[config.mk]
export PLATFORM = sky130hd
export DESIGN_NAME = pipe2_share_ctrl
export DESIGN_NICKNAME = d
export VERILOG_FILES = /design/src/rtl/pipe2_share_ctrl_pkg.sv /design/src/rtl/pipe2_tag_shift.sv /design/src/rtl/pipe2_share_ctrl.sv
export SDC_FILE = /design/constraint.sdc
export NUM_CORES = 1
export LEC_CHECK = 0
export BUFFER_PORTS_ARGS = -buffer_cell sky130_fd_sc_hd__clkbuf_2
export CAP_MARGIN = 20
export CELL_PAD_IN_SITES_DETAIL_PLACEMENT = 0
export CELL_PAD_IN_SITES_GLOBAL_PLACEMENT = 2
export CORE_ASPECT_RATIO = 0.7
export CORE_MARGIN = 8
export CORE_UTILIZATION = 30
export CTS_CLUSTER_SIZE = 25
export DETAILED_ROUTE_END_ITERATION = 12
export GPL_TIMING_DRIVEN = 0
export PLACE_DENSITY_LB_ADDON = 0.1
export SYNTH_ARGS = -nofsm -noshare
export SYNTH_HDL_FRONTEND = slang
export SYNTH_SLANG_ARGS = --single-unit
[constraint.sdc]
create_clock -name clk -period 3.65 [get_ports clk]
set_clock_uncertainty 0.05 [all_clocks]
set_input_delay 0.365 -clock clk [delete_from_list [all_inputs] [get_ports clk]]
set_output_delay 0.365 -clock clk [all_outputs]
set_load 0.01 [all_outputs]
[src/rtl/pipe2_share_ctrl_pkg.sv]
// Shared definitions for the pipe2_share_ctrl slice: FSM state encoding and symbol width.
package pipe2_share_ctrl_pkg;

    localparam int SYM_W = 2;

    // 2'd3 is not a legal state; the FSM falls back to ST_RUN if it ever appears.
    typedef enum logic [1:0] {
        ST_RUN     = 2'd0,
        ST_DRAIN   = 2'd1,
        ST_DRAINED = 2'd2
    } state_t;

endpackage

[src/rtl/pipe2_tag_shift.sv]
// Shadow tag pipe: DEPTH stages of {valid,id} that track symbols travelling through the
// external pipe chain. Never stalls; synchronous active-low clear discards all tags.
module pipe2_tag_shift #(
    parameter int DEPTH = 4,
    parameter int IDW   = 1
) (
    input  logic           clk,
    input  logic           rst,
    input  logic           i_valid,
    input  logic [IDW-1:0] i_id,
    output logic           o_valid,
    output logic [IDW-1:0] o_id
);

    logic [DEPTH-1:0] r_vld;
    logic [IDW-1:0]   r_id [DEPTH];

    // Shift one stage per cycle; clear wipes every stage.
    always_ff @(posedge clk) begin
        if (!rst) begin
            r_vld <= '0;
            for (int i = 0; i < DEPTH; i++) begin
                r_id[i] <= '0;
            end
        end else begin
            r_vld[0] <= i_valid;
            r_id[0]  <= i_id;
            for (int i = 1; i < DEPTH; i++) begin
                r_vld[i] <= r_vld[i-1];
                r_id[i]  <= r_id[i-1];
            end
        end
    end

    assign o_valid = r_vld[DEPTH-1];
    assign o_id    = r_id[DEPTH-1];

endmodule

[src/rtl/pipe2_share_ctrl.sv]
// pipe2_share_ctrl: round-robin admission of 2-bit symbols from NREQ requesters into a shared
// external DEPTH-cycle pipe, with tagged output and a drain FSM for safe reconfiguration.
// Optional feature: define PIPE2_SHARE_STATS_EN to add per-requester saturating grant counters.
//
//  state      | meaning
//  -----------+-----------------------------------------------------------
//  ST_RUN     | arbitration active, one symbol admitted per cycle
//  ST_DRAIN   | admission stopped, waiting for in-flight symbols to exit
//  ST_DRAINED | pipe empty, drained=1, waiting for drain_req to drop
module pipe2_share_ctrl
    import pipe2_share_ctrl_pkg::*;
#(
    parameter int NREQ  = 2,
    parameter int DEPTH = 4,
    parameter int IDW   = 1
) (
    input  logic                    clk,
    input  logic                    rst,
    input  logic [NREQ-1:0]         req_valid,
    input  logic [SYM_W*NREQ-1:0]   req_data,
    output logic [NREQ-1:0]         req_ready,
    output logic [SYM_W-1:0]        pipe_ip,
    input  logic [SYM_W-1:0]        pipe_op,
    output logic                    out_valid,
    output logic [IDW-1:0]          out_id,
    output logic [SYM_W-1:0]        out_data,
    input  logic                    drain_req,
    output logic                    drained
`ifdef PIPE2_SHARE_STATS_EN
    ,
    output logic [16*NREQ-1:0]      grant_cnt
`endif
);

    localparam int CW = $clog2(DEPTH + 1);

    state_t          r_state;
    logic            r_drained;
    logic [IDW-1:0]  r_ptr;
    logic [CW-1:0]   r_inflight;

    logic            w_adm;
    logic            w_gnt_any;
    logic [IDW-1:0]  w_gnt_idx;
    logic [NREQ-1:0] w_gnt_oh;
    logic [SYM_W-1:0] w_pipe_ip;
    logic            w_out_valid;
    logic [IDW-1:0]  w_out_id;

    // Admission is only open in RUN and never while reset is asserted.
    assign w_adm = rst && (r_state == ST_RUN);

    // Round-robin search starting one past the last granted requester.
    always_comb begin
        logic [IDW-1:0] c;
        w_gnt_any = 1'b0;
        w_gnt_idx = '0;
        w_gnt_oh  = '0;
        w_pipe_ip = '0;
        c         = '0;
        for (int k = 1; k <= NREQ; k++) begin
            c = IDW'((int'(r_ptr) + k) % NREQ);
            if (!w_gnt_any && w_adm && req_valid[c]) begin
                w_gnt_any = 1'b1;
                w_gnt_idx = c;
            end
        end
        if (w_gnt_any) begin
            w_gnt_oh[w_gnt_idx] = 1'b1;
            w_pipe_ip           = req_data[SYM_W*w_gnt_idx +: SYM_W];
        end
    end

    assign req_ready = w_gnt_oh;
    assign pipe_ip   = w_pipe_ip;

    pipe2_tag_shift #(
        .DEPTH (DEPTH),
        .IDW   (IDW)
    ) u_tag (
        .clk     (clk),
        .rst     (rst),
        .i_valid (w_gnt_any),
        .i_id    (w_gnt_idx),
        .o_valid (w_out_valid),
        .o_id    (w_out_id)
    );

    assign out_valid = w_out_valid;
    assign out_id    = w_out_id;
    assign out_data  = pipe_op;
    assign drained   = r_drained;

    // Round-robin pointer and in-flight symbol count.
    always_ff @(posedge clk) begin
        if (!rst) begin
            r_ptr      <= IDW'(NREQ - 1);
            r_inflight <= '0;
        end else begin
            if (w_gnt_any) begin
                r_ptr <= w_gnt_idx;
            end
            if (w_gnt_any && !w_out_valid) begin
                r_inflight <= r_inflight + CW'(1);
            end else if (!w_gnt_any && w_out_valid) begin
                r_inflight <= r_inflight - CW'(1);
            end
        end
    end

    // Drain FSM with registered drained flag.
    always_ff @(posedge clk) begin
        if (!rst) begin
            r_state   <= ST_RUN;
            r_drained <= 1'b0;
        end else begin
            case (r_state)
                ST_RUN: begin
                    r_drained <= 1'b0;
                    if (drain_req) begin
                        r_state <= ST_DRAIN;
                    end
                end
                ST_DRAIN: begin
                    // The last symbol leaving this cycle counts as empty.
                    if ((r_inflight == '0) || ((r_inflight == CW'(1)) && w_out_valid)) begin
                        r_state   <= ST_DRAINED;
                        r_drained <= 1'b1;
                    end
                end
                ST_DRAINED: begin
                    if (!drain_req) begin
                        r_state   <= ST_RUN;
                        r_drained <= 1'b0;
                    end
                end
                default: begin
                    r_state   <= ST_RUN;
                    r_drained <= 1'b0;
                end
            endcase
        end
    end

`ifdef PIPE2_SHARE_STATS_EN
    logic [15:0] r_grant_cnt [NREQ];

    // Per-requester saturating transfer counters.
    always_ff @(posedge clk) begin
        if (!rst) begin
            for (int i = 0; i < NREQ; i++) begin
                r_grant_cnt[i] <= '0;
            end
        end else begin
            for (int i = 0; i < NREQ; i++) begin
                if (w_gnt_oh[i] && (r_grant_cnt[i] != 16'hFFFF)) begin
                    r_grant_cnt[i] <= r_grant_cnt[i] + 16'd1;
                end
            end
        end
    end

    always_comb begin
        grant_cnt = '0;
        for (int i = 0; i < NREQ; i++) begin
            grant_cnt[16*i +: 16] = r_grant_cnt[i];
        end
    end
`endif

endmodule

* Word level (Yosys, flattened, before mapping)
Memory sizes are Yosys's and may differ from the RTL's.
Index checks and enable logic that the tools add are counted.
** Word-level totals
- Register bits :: 11
- RAM bits :: 4
- Input bits :: 11
- Output and inout port bits :: 9
- Logic and storage cells :: 69
- Memories kept :: 1
** Memories
- u_tag.r_id :: depth 4, bits a word 1, read ports 4, clocked after Yosys merged registers in 0, write ports 4, line pipe2_tag_shift.sv:16 : logic [IDW-1:0] r_id [DEPTH];
** Cells by class
- Add/sub/neg operators :: 4
- Order comparisons :: 4
- Equal/unequal tests :: 6
- Shift-type cells :: 1
- Muxes and demuxes :: 27
- Bitwise gates (word level) :: 4
- Reduce and logical (&&, ||, !) cells :: 17
** Operators by type and width (count)
- $mux 1 :: 17
- $mux 2 :: 5
- $logic_and 1x1->1 :: 8
- $lt 1x2->1 const B :: 3
- $mux 3 :: 2
- $ne 2x2->1 const B :: 3
- $pmux 2 s3 :: 1
- $or 1x1->1 :: 4
- $shiftx 4x3->2 :: 1
- $add 3x1->3 const B :: 1
- $eq 3x1->1 const B :: 1
- $logic_not 1->1 :: 3
- $logic_not 3->1 :: 1
- $reduce_and 3->1 :: 1
- $sub 3x1->3 const B :: 1
- $add 1x1->1 const B :: 2
- $eq 2x1->1 const B :: 1
- $eq 2x2->1 const B :: 1
- $logic_not 2->1 :: 1
- $pmux 1 s2 :: 1
- $reduce_and 2->1 :: 1
- $reduce_bool 2->1 :: 1
- $demux 1 s1 :: 1
- $ge 1x1->1 const B :: 1
- $logic_or 1x1->1 :: 1

* Longest topological paths before layout
- Depth after elaboration :: 14
- Gate-level depth with buffers :: 7
- Depth with buffers taken out :: 6

* By module
From an unflattened synthesis, not the netlist that was laid out.
** Second synthesis, totals
- Cell total of the unflattened synthesis :: 73
- Area total of the unflattened synthesis :: 690.7 um^2
** By module, submodules not included
- pipe2_share_ctrl :: times used 1, cells each 57, area each 480.5 um^2
- pipe2_tag_shift :: times used 1, cells each 16, area each 210.2 um^2

* Least setup slack after synthesis
No wires, ideal clock.
- Path type :: input-to-reg
- Start point :: input rst
- End point :: register r_inflight[2]
- Data arrival time :: 1.447 ns
- Required time :: 3.508 ns
- Setup slack :: 2.061 ns
- Stages on the path :: 5
- Path buffers :: 1
- Path through :: or3b_1 buf_2 nor2_1 ha_1 o32ai_1
** On the way
- Word-level cells in the longest chain between the ends :: 10
** Ends and longest elaborated chain
- start: declaration :: line pipe2_share_ctrl.sv:18 : input logic rst,
- $logic_and 1x1->1 * :: line pipe2_share_ctrl.sv:51 : assign w_adm = rst && (r_state == ST_RUN);
- $logic_and 1x1->1 :: line pipe2_share_ctrl.sv:63 : if (!w_gnt_any && w_adm && req_valid[c]) begin
- $mux 1 :: line pipe2_share_ctrl.sv:63
- $logic_not 1->1 :: line pipe2_share_ctrl.sv:63
- $logic_and 1x1->1 (2 in series) :: line pipe2_share_ctrl.sv:63
- $mux 1 * :: line pipe2_share_ctrl.sv:63
- named net u_tag.i_valid :: line pipe2_tag_shift.sv:9 : input logic i_valid,
- $logic_not 1->1 :: line pipe2_share_ctrl.sv:105 : end else if (!w_gnt_any && w_out_valid) begin
- $logic_and 1x1->1 :: line pipe2_share_ctrl.sv:105
- $reduce_bool 2->1 (no source line)
- end signal: assignment :: line pipe2_share_ctrl.sv:104 : r_inflight <= r_inflight + CW'(1);
- end signal: assignment :: line pipe2_share_ctrl.sv:106 : r_inflight <= r_inflight - CW'(1);
- end: declaration :: line pipe2_share_ctrl.sv:40 : logic [CW-1:0] r_inflight;
The timed path passes the listed nets; every way through them passes the cells marked *.
A chain may end at the register's enable or synchronous reset.

* Final worst setup path
- Start point :: register r_state[0]
- End point :: output pipe_ip[0]
** On the way
- Word-level cells in the longest chain between the ends :: 10
** Ends and longest elaborated chain
- start: declaration :: line pipe2_share_ctrl.sv:37 : state_t r_state;
- start signal: assignment :: line pipe2_share_ctrl.sv:114 : r_state <= ST_RUN;
- start signal: assignment :: line pipe2_share_ctrl.sv:121 : r_state <= ST_DRAIN;
- start signal: assignment :: line pipe2_share_ctrl.sv:127 : r_state <= ST_DRAINED;
- $logic_not 2->1 * :: line pipe2_share_ctrl.sv:51
- $logic_and 1x1->1 * :: line pipe2_share_ctrl.sv:51
- $logic_and 1x1->1 :: line pipe2_share_ctrl.sv:63
- $mux 1 :: line pipe2_share_ctrl.sv:63
- $logic_not 1->1 :: line pipe2_share_ctrl.sv:63
- $logic_and 1x1->1 (2 in series) :: line pipe2_share_ctrl.sv:63
- $mux 1 :: line pipe2_share_ctrl.sv:63
- $shiftx 4x3->2 :: line pipe2_share_ctrl.sv:70 : w_pipe_ip = req_data[SYM_W*w_gnt_idx +: SYM_W];
- $mux 2 * :: line pipe2_share_ctrl.sv:68 : if (w_gnt_any) begin
- end: declaration :: line pipe2_share_ctrl.sv:22 : output logic [SYM_W-1:0] pipe_ip,
Every way passes the cells marked *; elsewhere a longest branch is shown, timed or not.

==> metrics.cfg <==
[critical_path]
cp_slowest_cell=or3b_1
crit_buf_inv=2
cp_data_arrival_time_ps=1650
path_class=reg -> out
required_ps=3230
cp_cell_sequence=or3b_1, buf_2, nor3b_1, mux2_2, clkbuf_2
rr_startpoint=r_state[0]
reg2reg_to=r_inflight[2]
start_kind=flop
r2r_slack_ps=1890
critPathTopFamily=simple AND/OR/NAND/NOR gates
max_stage_delay_ps=390
rr_worst_depth=5
crit_path_end_kind=output pin
path_max_fanout=7

[finish]
area_growth_pct=22.1
mostFrequentLayoutCell=clkbuf_2
final_cell_mix=clkbuf_2 (17), dfxtp_1 (15), inv_1 (9)
n_fill_cell=249
regArea_um2=300
antenna_cells=0
drive_above_1_share_pct=27.4
nNetsFinal=112
multi_input_area_um2=327

[hold_path]
hold_depth=3
holdPathEnd=r_state[1]
worstHoldStart=drain_req
min_path_type=in -> reg

[synthesis]
yosysSeqAreaShare_pct=43.8
synth_edf_count=0
synth_area_um2=686
synth_cell_types=27
syn_avg_cell_area_um2=9.27
async_flop_share_pct=0
yosys_warnings=0
ys_ff_latch=15
synth_area_leaders=dfxtp_1 (44%), ha_1 (9.1%), and2_1 (5.5%)
yosysTopAreaCellShare_pct=43.8
synth_top_area_cell=dfxtp_1
synth_top_flop_cell=dfxtp_1
synth_nets=90
syn_inst=74

[placed_design]
dpl_worst_slack_ps=1720
dp.final_hpwl_um=1100
io_buffers=17
gp_congestion=0.679

[clocking]
hold_buffers=0
cts-htree-levels=1
clock-sinks=15
numCtsBuffers=3
clk_path_buf_depth=2
cts_tree=done
cts_setup_buffers=0
cts.reportedPaths.clkPinSlew_ps=90
cts_root_buf=clkbuf_4
clk_latency_ps=280
ctsResizeCount=0

[timing]
min_period_ps=2070
hold_slack_ps=314
hold_viol=0
tightest_slew_ps=360
slew_headroom_pct=75.9
rsz0062_at_grt=no
tns_ps=0
finalSetupViolations=0
finalWorstSetupSlack_ps=1580
fin_crit_sh_pct=56.7
slew_violations=0
timing.fmax_mhz=483

[global_route]
grt_usage_pct=7.00
grt-ovfl-total=0
antenna_found_initial=0
grt_pass1_vias=491
grt_max_degree=11
grt_pass1_wl_um=2240

[drt]
drcViolationCount=0
antenna_left=0
wire_per_inst_um=10.7
routed_wl_um=1360
via_count=541
vias_per_cell=4.26
dr.pass1.iters=4
drt_iter0_markers=28

[die]
fp-row-count=14
die_w_um=73.1
start_util_pct=31.8
core_area_mm2=0.00215
dieArea_mm2=0.00410
die_y_um=56
io_pins=20

[power_and_ir_drop]
power_mw=0.379
p_per_area_mw_per_mm2=453
p_leak_nw=0.398
ir_drop_v=0.000268

[flow_run]
cap_violations=0

[status]
run_status=finished clean

final cells by class:
type	instances	share of cell area, %
buffer	4	2.99
timing repair buffer	17	10.2
tap	32	4.78
inverter	9	4.04
multi-input combinational	46	39.0
clock buffer	4	3.14
sequential	15	35.9
worst max-delay path by stage:
stage                           from             to  slack, ps  cells past startpoint
after CTS                 r_state[0]     pipe_ip[1]       1550                      5
after floorplan                  rst  r_inflight[2]       2060                      5
final                     r_state[0]     pipe_ip[0]       1580                      5
after global routing      r_state[0]     pipe_ip[0]       1460                      5
after global placement           rst     pipe_ip[0]       1710                      6
after detailed placement         rst     pipe_ip[1]       1720                      6
per-layer routing:
layer / part of all wire, % / routed length [µm] / vias up / GRT usage [%]
met5: 0 / 0 / - / 0
met4: 0 / 0 / 0 / 1.70
met3: 9.3 / 126 / 0 / 5.04
met2: 44 / 598 / 12 / 9.91
met1: 47 / 635 / 244 / 8.19
li1: - / - / 285 / -
cells by family (layout without fill, tap and decap cells):
group / Yosys count / in the layout / synth area share [%]
AO/OA/AOI/OAI: 9 / 9 / 7.85
XOR/XNOR: 2 / 2 / 2.56
adder cells (fa/ha/maj): 5 / 5 / 9.12
buffers and inverters: 13 / 34 / 8.58
flip-flops: 15 / 15 / 43.8
multiplexers: 3 / 3 / 4.74
AND/OR/NAND/NOR: 27 / 27 / 23.4
state kept, by name, indices dropped and copies added, names as in the netlist:
name,count
u_tag.r_vld,4
r_inflight,3
r_ptr,1
r_state,2
drained,1
u_tag.r_id,4
synth_stat cells (all sizes together), types with 2 or more instances:
library cell	n
a21oi	3
and2	6
buf	4
dfxtp	15
ha	5
inv	9
mux2	2
nand2	2
nand3	2
nor2	6
nor3b	4
o21ai	2
through the flow:
step | utilization (%) | cell area, µm² | std cells
final | 38.9 | 837 | 127
after global routing | 38.9 | 837 | 127
after CTS | 38.9 | 837 | 127
after detailed placement | 37.6 | 811 | 123
after global placement | 37.6 | 811 | 123
after floorplan | - | 686 | 74
report_power, final:
part / leakage [nW] / switching [mW] / internal, mW
clock network: 0.0150 / 0.0487 / 0.0423
registers: 0.123 / 0.0125 / 0.180
logic: 0.260 / 0.0476 / 0.0481
total: 0.398 / 0.109 / 0.270
worst min-delay path, cell delays in order:
cell	delay, ps
clkbuf_2	100
nand3b_1	80
a21oi_1	60
Note: power is estimated with default switching activity, not from simulation.
